<file path="config.mk">
export PLATFORM = sky130hd
export DESIGN_NAME = logic_eval_pipe
export DESIGN_NICKNAME = d
export VERILOG_FILES = /design/src/rtl/logic_eval_pkg.sv /design/src/rtl/logic_eval_op.sv /design/src/rtl/logic_eval_pipe.sv
export SDC_FILE = /design/constraint.sdc
export NUM_CORES = 1
export LEC_CHECK = 0
export ABC_AREA = 1
export ABC_CLOCK_PERIOD_IN_PS = 6310
export BUFFER_PORTS_ARGS = -buffer_cell sky130_fd_sc_hd__buf_2
export CAP_MARGIN = 20
export CORE_UTILIZATION = 57
export DETAILED_ROUTE_END_ITERATION = 10
export HOLD_SLACK_MARGIN = 0.06
export PLACE_DENSITY = 0.86
export SETUP_SLACK_MARGIN = 0.2
export SLEW_MARGIN = 15
export SYNTH_ARGS = -nofsm -noshare
export SYNTH_HDL_FRONTEND = slang
export SYNTH_SLANG_ARGS = --single-unit
</file>
<file path="constraint.sdc">
create_clock -name clk -period 6.31 [get_ports clk]
set_input_delay 0 -clock clk [delete_from_list [all_inputs] [get_ports clk]]
set_output_delay 0 -clock clk [all_outputs]
set_load 0.05 [all_outputs]
</file>
<file path="src/rtl/logic_eval_pkg.sv">
// Shared definitions for the logic evaluation pipeline: operation encodings
// used by the per-channel evaluator and by anything that drives in_op.
package logic_eval_pkg;

  typedef enum logic [1:0] {
    OP_AND_OR = 2'b00,
    OP_OR_AND = 2'b01,
    OP_MAJ    = 2'b10,
    OP_XOR3   = 2'b11
  } op_e;

endpackage

</file>
<file path="src/rtl/logic_eval_op.sv">
// Purely combinational bitwise three-operand evaluator for one channel.
module logic_eval_op
  import logic_eval_pkg::*;
#(
  parameter int WIDTH = 8
) (
  input  logic [WIDTH-1:0] a_i,
  input  logic [WIDTH-1:0] b_i,
  input  logic [WIDTH-1:0] c_i,
  input  logic [1:0]       op_i,
  output logic [WIDTH-1:0] y_o
);

  always_comb begin
    y_o = '0;
    unique case (op_i)
      OP_AND_OR: y_o = a_i & (b_i | c_i);
      OP_OR_AND: y_o = a_i | (b_i & c_i);
      OP_MAJ:    y_o = (a_i & b_i) | (b_i & c_i) | (a_i & c_i);
      OP_XOR3:   y_o = a_i ^ b_i ^ c_i;
      default:   y_o = '0;
    endcase
  end

endmodule

</file>
<file path="src/rtl/logic_eval_pipe.sv">
// Two-stage valid/ready pipeline evaluating a bitwise op on every channel,
// with per-channel non-zero flags, their popcount and a saturating hit counter.
module logic_eval_pipe
  import logic_eval_pkg::*;
#(
  parameter int WIDTH    = 8,
  parameter int CHANNELS = 4,
  parameter int CNT_W    = 16
) (
  input  logic                              clk,
  input  logic                              rst,
  input  logic                              in_valid,
  output logic                              in_ready,
  input  logic [CHANNELS*WIDTH-1:0]         in_a,
  input  logic [CHANNELS*WIDTH-1:0]         in_b,
  input  logic [CHANNELS*WIDTH-1:0]         in_c,
  input  logic [1:0]                        in_op,
  output logic                              out_valid,
  input  logic                              out_ready,
  output logic [CHANNELS*WIDTH-1:0]         out_result,
  output logic [CHANNELS-1:0]               out_nz,
  output logic [$clog2(CHANNELS+1)-1:0]     out_nz_cnt,
  output logic [CNT_W-1:0]                  hit_cnt,
  input  logic                              cnt_clr
);

  localparam int DW  = CHANNELS * WIDTH;
  localparam int NZW = $clog2(CHANNELS + 1);

  logic [DW-1:0]    opResult;
  logic             readyEn_q;
  logic             s1Valid_q, s1Valid_d;
  logic [DW-1:0]    s1Data_q, s1Data_d;
  logic             s2Valid_q, s2Valid_d;
  logic [DW-1:0]    result_q, result_d;
  logic [CHANNELS-1:0] nz_q, nz_d;
  logic [NZW-1:0]   nzCnt_q, nzCnt_d;
  logic [CNT_W-1:0] hit_q, hit_d;
  logic [CHANNELS-1:0] s1Nz;
  logic [NZW-1:0]   s1NzCnt;
  logic             s1Move, s1Free, accept, s2Load, deliver;

  for (genvar ch = 0; ch < CHANNELS; ch++) begin : g_chan
    logic_eval_op #(.WIDTH(WIDTH)) u_op (
      .a_i (in_a[ch*WIDTH +: WIDTH]),
      .b_i (in_b[ch*WIDTH +: WIDTH]),
      .c_i (in_c[ch*WIDTH +: WIDTH]),
      .op_i(in_op),
      .y_o (opResult[ch*WIDTH +: WIDTH])
    );
  end

  // readyEn_q keeps in_ready low through reset and for the release cycle.
  assign s1Move   = !s2Valid_q || out_ready;
  assign s1Free   = !s1Valid_q || s1Move;
  assign in_ready = readyEn_q && s1Free;
  assign accept   = in_valid && in_ready;
  assign s2Load   = s1Valid_q && s1Move;
  assign deliver  = s2Valid_q && out_ready;

  always_comb begin
    s1Nz    = '0;
    s1NzCnt = '0;
    for (int k = 0; k < CHANNELS; k++) begin
      s1Nz[k] = |s1Data_q[k*WIDTH +: WIDTH];
      s1NzCnt = s1NzCnt + NZW'(s1Nz[k]);
    end
  end

  always_comb begin
    s1Valid_d = s1Valid_q;
    s1Data_d  = s1Data_q;
    s2Valid_d = s2Valid_q;
    result_d  = result_q;
    nz_d      = nz_q;
    nzCnt_d   = nzCnt_q;
    hit_d     = hit_q;
    if (s1Free) s1Valid_d = accept;
    if (accept) s1Data_d = opResult;
    if (s1Move) s2Valid_d = s1Valid_q;
    if (s2Load) begin
      result_d = s1Data_q;
      nz_d     = s1Nz;
      nzCnt_d  = s1NzCnt;
    end
    // Clear wins over a same-cycle hit; the counter sticks at all-ones.
    if (cnt_clr) hit_d = '0;
    else if (deliver && (|nz_q) && (hit_q != '1)) hit_d = hit_q + CNT_W'(1);
  end

  always_ff @(posedge clk or posedge rst) begin
    if (rst) begin
      readyEn_q <= 1'b0;
      s1Valid_q <= 1'b0;
      s1Data_q  <= '0;
      s2Valid_q <= 1'b0;
      result_q  <= '0;
      nz_q      <= '0;
      nzCnt_q   <= '0;
      hit_q     <= '0;
    end else begin
      readyEn_q <= 1'b1;
      s1Valid_q <= s1Valid_d;
      s1Data_q  <= s1Data_d;
      s2Valid_q <= s2Valid_d;
      result_q  <= result_d;
      nz_q      <= nz_d;
      nzCnt_q   <= nzCnt_d;
      hit_q     <= hit_d;
    end
  end

  assign out_valid  = s2Valid_q;
  assign out_result = result_q;
  assign out_nz     = nz_q;
  assign out_nz_cnt = nzCnt_q;
  assign hit_cnt    = hit_q;

endmodule

</file>
==> results.rst <==
.. list-table::
   :header-rows: 1

   * - Metric
     - Value
   * - Setup TNS
     - 0 ns
   * - Die Width
     - 101.3 um
   * - Global-route wire length before repair
     - 24.16 mm
   * - Vert. Die Dim
     - 101.3 um
   * - Final setup fails
     - 0
   * - Number of H-tree branching levels
     - 3
   * - Initial core utilization
     - 59.75%
   * - Routability Congestion
     - 0.8634
   * - Fill cell total of the finished layout
     - 730
   * - Core region area
     - 9415 um^2
   * - DRT Wirelength
     - 14.03 mm
   * - Area grow syn2layout
     - 22.13%
   * - Data required time of the worst path
     - 6.55 ns
   * - Top cell type by total area after synthesis
     - dfrtp_1
   * - Top achievable clock speed
     - 463.4 MHz
   * - Net count reported at finish
     - 1,017
   * - Sinks on Clock Net
     - 90
   * - Site Rows
     - 35
   * - PD cells
     - 264.9 nW/um^2
   * - Drt via density
     - 5.460
   * - Final std cells w/o fill
     - 1,011
   * - Buffers added on ports
     - 159
   * - Proportion of synthesized chip area in sequential cells
     - 40.04%
   * - Slew headroom
     - 37.19%
   * - Maximum clock skew at final layout
     - 0.01132 ns
   * - Detailed-routed wire length on met3
     - 837 um
   * - Io pins
     - 160
   * - Routed via count
     - 5,520
   * - Most common cell after layout, fill and taps aside
     - nand2_1
   * - TritonCTS clock tree
     - yes
   * - Number of nets with antenna violations after detailed routing
     - 0
   * - Non-Filler Cell Area, Final
     - 6870 um^2
   * - Post-DP HPWL
     - 10.28 mm
   * - Drt first pass iters
     - 5
   * - Clock-pin slew on the worst setup and hold paths
     - 0.08 ns
   * - Vias in the first global route
     - 5,481
   * - Commonest cells after routing, fill and taps aside
     - 192 x nand2_1, 159 x buf_2, 125 x o21ai_0
   * - Number of different library cells in the post-synthesis netlist
     - 28
   * - Post-Synthesis Cell Area
     - 5625 um^2
   * - Critical setup path kind
     - flip-flop to flip-flop
   * - Final hold violation count
     - 0
   * - Async S/R FF share, synth
     - 100.0%
   * - Global router's overall resource usage
     - 29.93%
   * - Largest buffer count on any clock path
     - 2
   * - Minimum clock period
     - 2.158 ns
   * - Final Max Slew Viols
     - 0
   * - Placed instance area
     - 6487 um^2
   * - Result of the run
     - complete, no violations
   * - Top fanout value on the critical path
     - 2
   * - Worst Setup Start Kind
     - flip-flop
   * - Final period util
     - 34.20%
   * - Detailed router's first-iteration violation count
     - 261
   * - Number of antenna diodes
     - 0
   * - Leakage power of the design
     - 3.384 nW
   * - Element type at the critical path end
     - flip-flop
   * - Peak supply drop
     - 134.3 uV
   * - Routed wire length per instance
     - 13.87 um
   * - Max Used Layer
     - met4
   * - Number of buffers created by CTS
     - 9
   * - Die Outline Area
     - 10,270 um^2
   * - Yosys warns
     - 0
   * - Unrepaired setup endpoints after global routing
     - no
   * - Post-synth top area share
     - 40.04%
   * - Maximum number of pins on one net before global-route repair
     - 86
   * - Total overflow reported by the global router
     - 0
   * - Slew at the pin with the worst max-slew slack
     - 0.9387 ns
   * - Root cell of the clock tree
     - clkbuf_8
   * - Number of instances in the synthesized netlist
     - 718
   * - Data arrival time of the worst path
     - 2.40 ns
   * - Top flip-flop cell by instance count after synthesis
     - dfrtp_1
   * - Reported max-cap violation count
     - 0
   * - Post-Place Cells
     - 980
   * - Post-Synthesis Net Count
     - 857
   * - Final core utilization
     - 72.97%
   * - Mean cell area of the mapped netlist
     - 7.835 um^2
   * - Clock latency at the later pin of the worst-skew pair
     - 0.35 ns
   * - Post-synth EDFFs
     - 0
   * - Proportion of layout cells with a drive suffix above 1
     - 21.54%
   * - Synth top area cells
     - dfrtp_1 40%, nand2_1 13%, fa_1 12%
   * - WL met2
     - 7.041 mm
   * - Initial antenna violation count
     - 0
   * - Worst R2R Setup Slack
     - 4.15 ns
   * - Hold Crit Class
     - input pin to flip-flop
   * - Met1 WL
     - 5.788 mm
   * - Remaining DRCs
     - 0
   * - Total of flip-flops plus latches after synthesis
     - 90
## worst paths after layout
kind,from,end,depth (start not counted)
setup / recovery,s1Data_q[8]$_DFFE_PP0P_,out_nz_cnt[1]$_DFFE_PP0P_,7
hold / removal,in_c[16],s1Data_q[16]$_DFFE_PP0P_,5
setup reg to reg,s1Data_q[8]$_DFFE_PP0P_,out_nz_cnt[1]$_DFFE_PP0P_,7
hold reg to reg,out_result[0]$_DFFE_PP0P_,out_result[0]$_DFFE_PP0P_,2
max in group asynchronous,rst,hit_cnt[9]$_DFFE_PP0P_,6
min in group asynchronous,rst,s1Data_q[22]$_DFFE_PP0P_,4
## final cells by class
cell class                 count  area, um^2  area share, %
clock buffer                  10       127.6          1.858
sequential                    90        2252          32.78
clock inverter                 5       80.08          1.166
multi-input combinational    529        2997          43.62
tap                          129       161.4          2.349
inverter                      70       264.0          3.843
timing repair buffer         178       988.4          14.39
## where the power goes
part           switching (mW)  internal, mW  leakage, nW
Clock                   0.194         0.220       0.0984
Combinational           0.492         0.172         2.15
Sequential             0.0578         0.684         1.14
Total                   0.744          1.08         3.38
## per-stage QoR
stage / total power [mW] / worst slack (ns) / hold slack [ns]
after floorplan: 1.197 / 3.975 / 0.1463
after global placement: 1.379 / 4.310 / -0.1351
after detailed placement: 1.404 / 4.195 / -0.1272
after CTS: 1.826 / 4.173 / 0.06009
after global routing: 1.927 / 4.005 / 0.07776
final: 1.820 / 4.152 / 0.06012
## flip-flops by register name, summed over array words and instances, names as in the netlist
signal      cells
out_nz_cnt      3
out_result     32
s1Valid_q       1
out_nz          4
hit_cnt        16
s1Data_q       32
readyEn_q       1
out_valid       1
## cells by family (layout without fill, tap and decap cells)
family | after synthesis | after routing | share of synthesized area [%]
buffers and inverters | 99 | 263 | 6.873
DFF | 90 | 90 | 40.04
and+or+nand+nor | 304 | 304 | 22.66
AOI/OAI and AO/OA | 184 | 184 | 17.33
other | 1 | 1 | 0.06666
xor gates and xnor gates | 4 | 4 | 0.6227
adders and majority gates | 36 | 36 | 12.41
## synth_stat cells, types with 2 or more instances
cell type  instances
o21ai_1            5
nand2_1          193
or2_2              2
nor4_1             4
xor2_1             4
nand3_1           47
a21oi_1           32
dfrtp_1           90
nor2_4             2
inv_1             67
fa_1              33
inv_2              2
clkbuf_1          21
o211ai_1          18
a31oi_1            2
nor2_2             2
nand4_1           15
ha_1               3
nor2_1            38
buf_2              6
o21ai_0          125
## per-layer routing
metal  GRT usage (%)  vias to the layer above
li1                -                     2686
met1           35.90                     2609
met2           52.96                      190
met3           6.349                       35
met4           11.48                        0
met5               0                        -
## critical path: stages (launching register included)
cell and delay, ns:
dfrtp_1 0.39, nor4_1 0.43, nand2_1 0.14, fa_1 0.45
ha_1 0.20, ha_1 0.30, nand2_1 0.07, nand2_1 0.06
## timing repair
item,4_1_cts,5_1_grt
setup buffers,0,0
resized for setup,0,0
hold endpoints to repair,16,0
endpoints found under the setup margin,0,0
hold buffers,15,0
No activity file was read; power rests on OpenSTA's default activity.
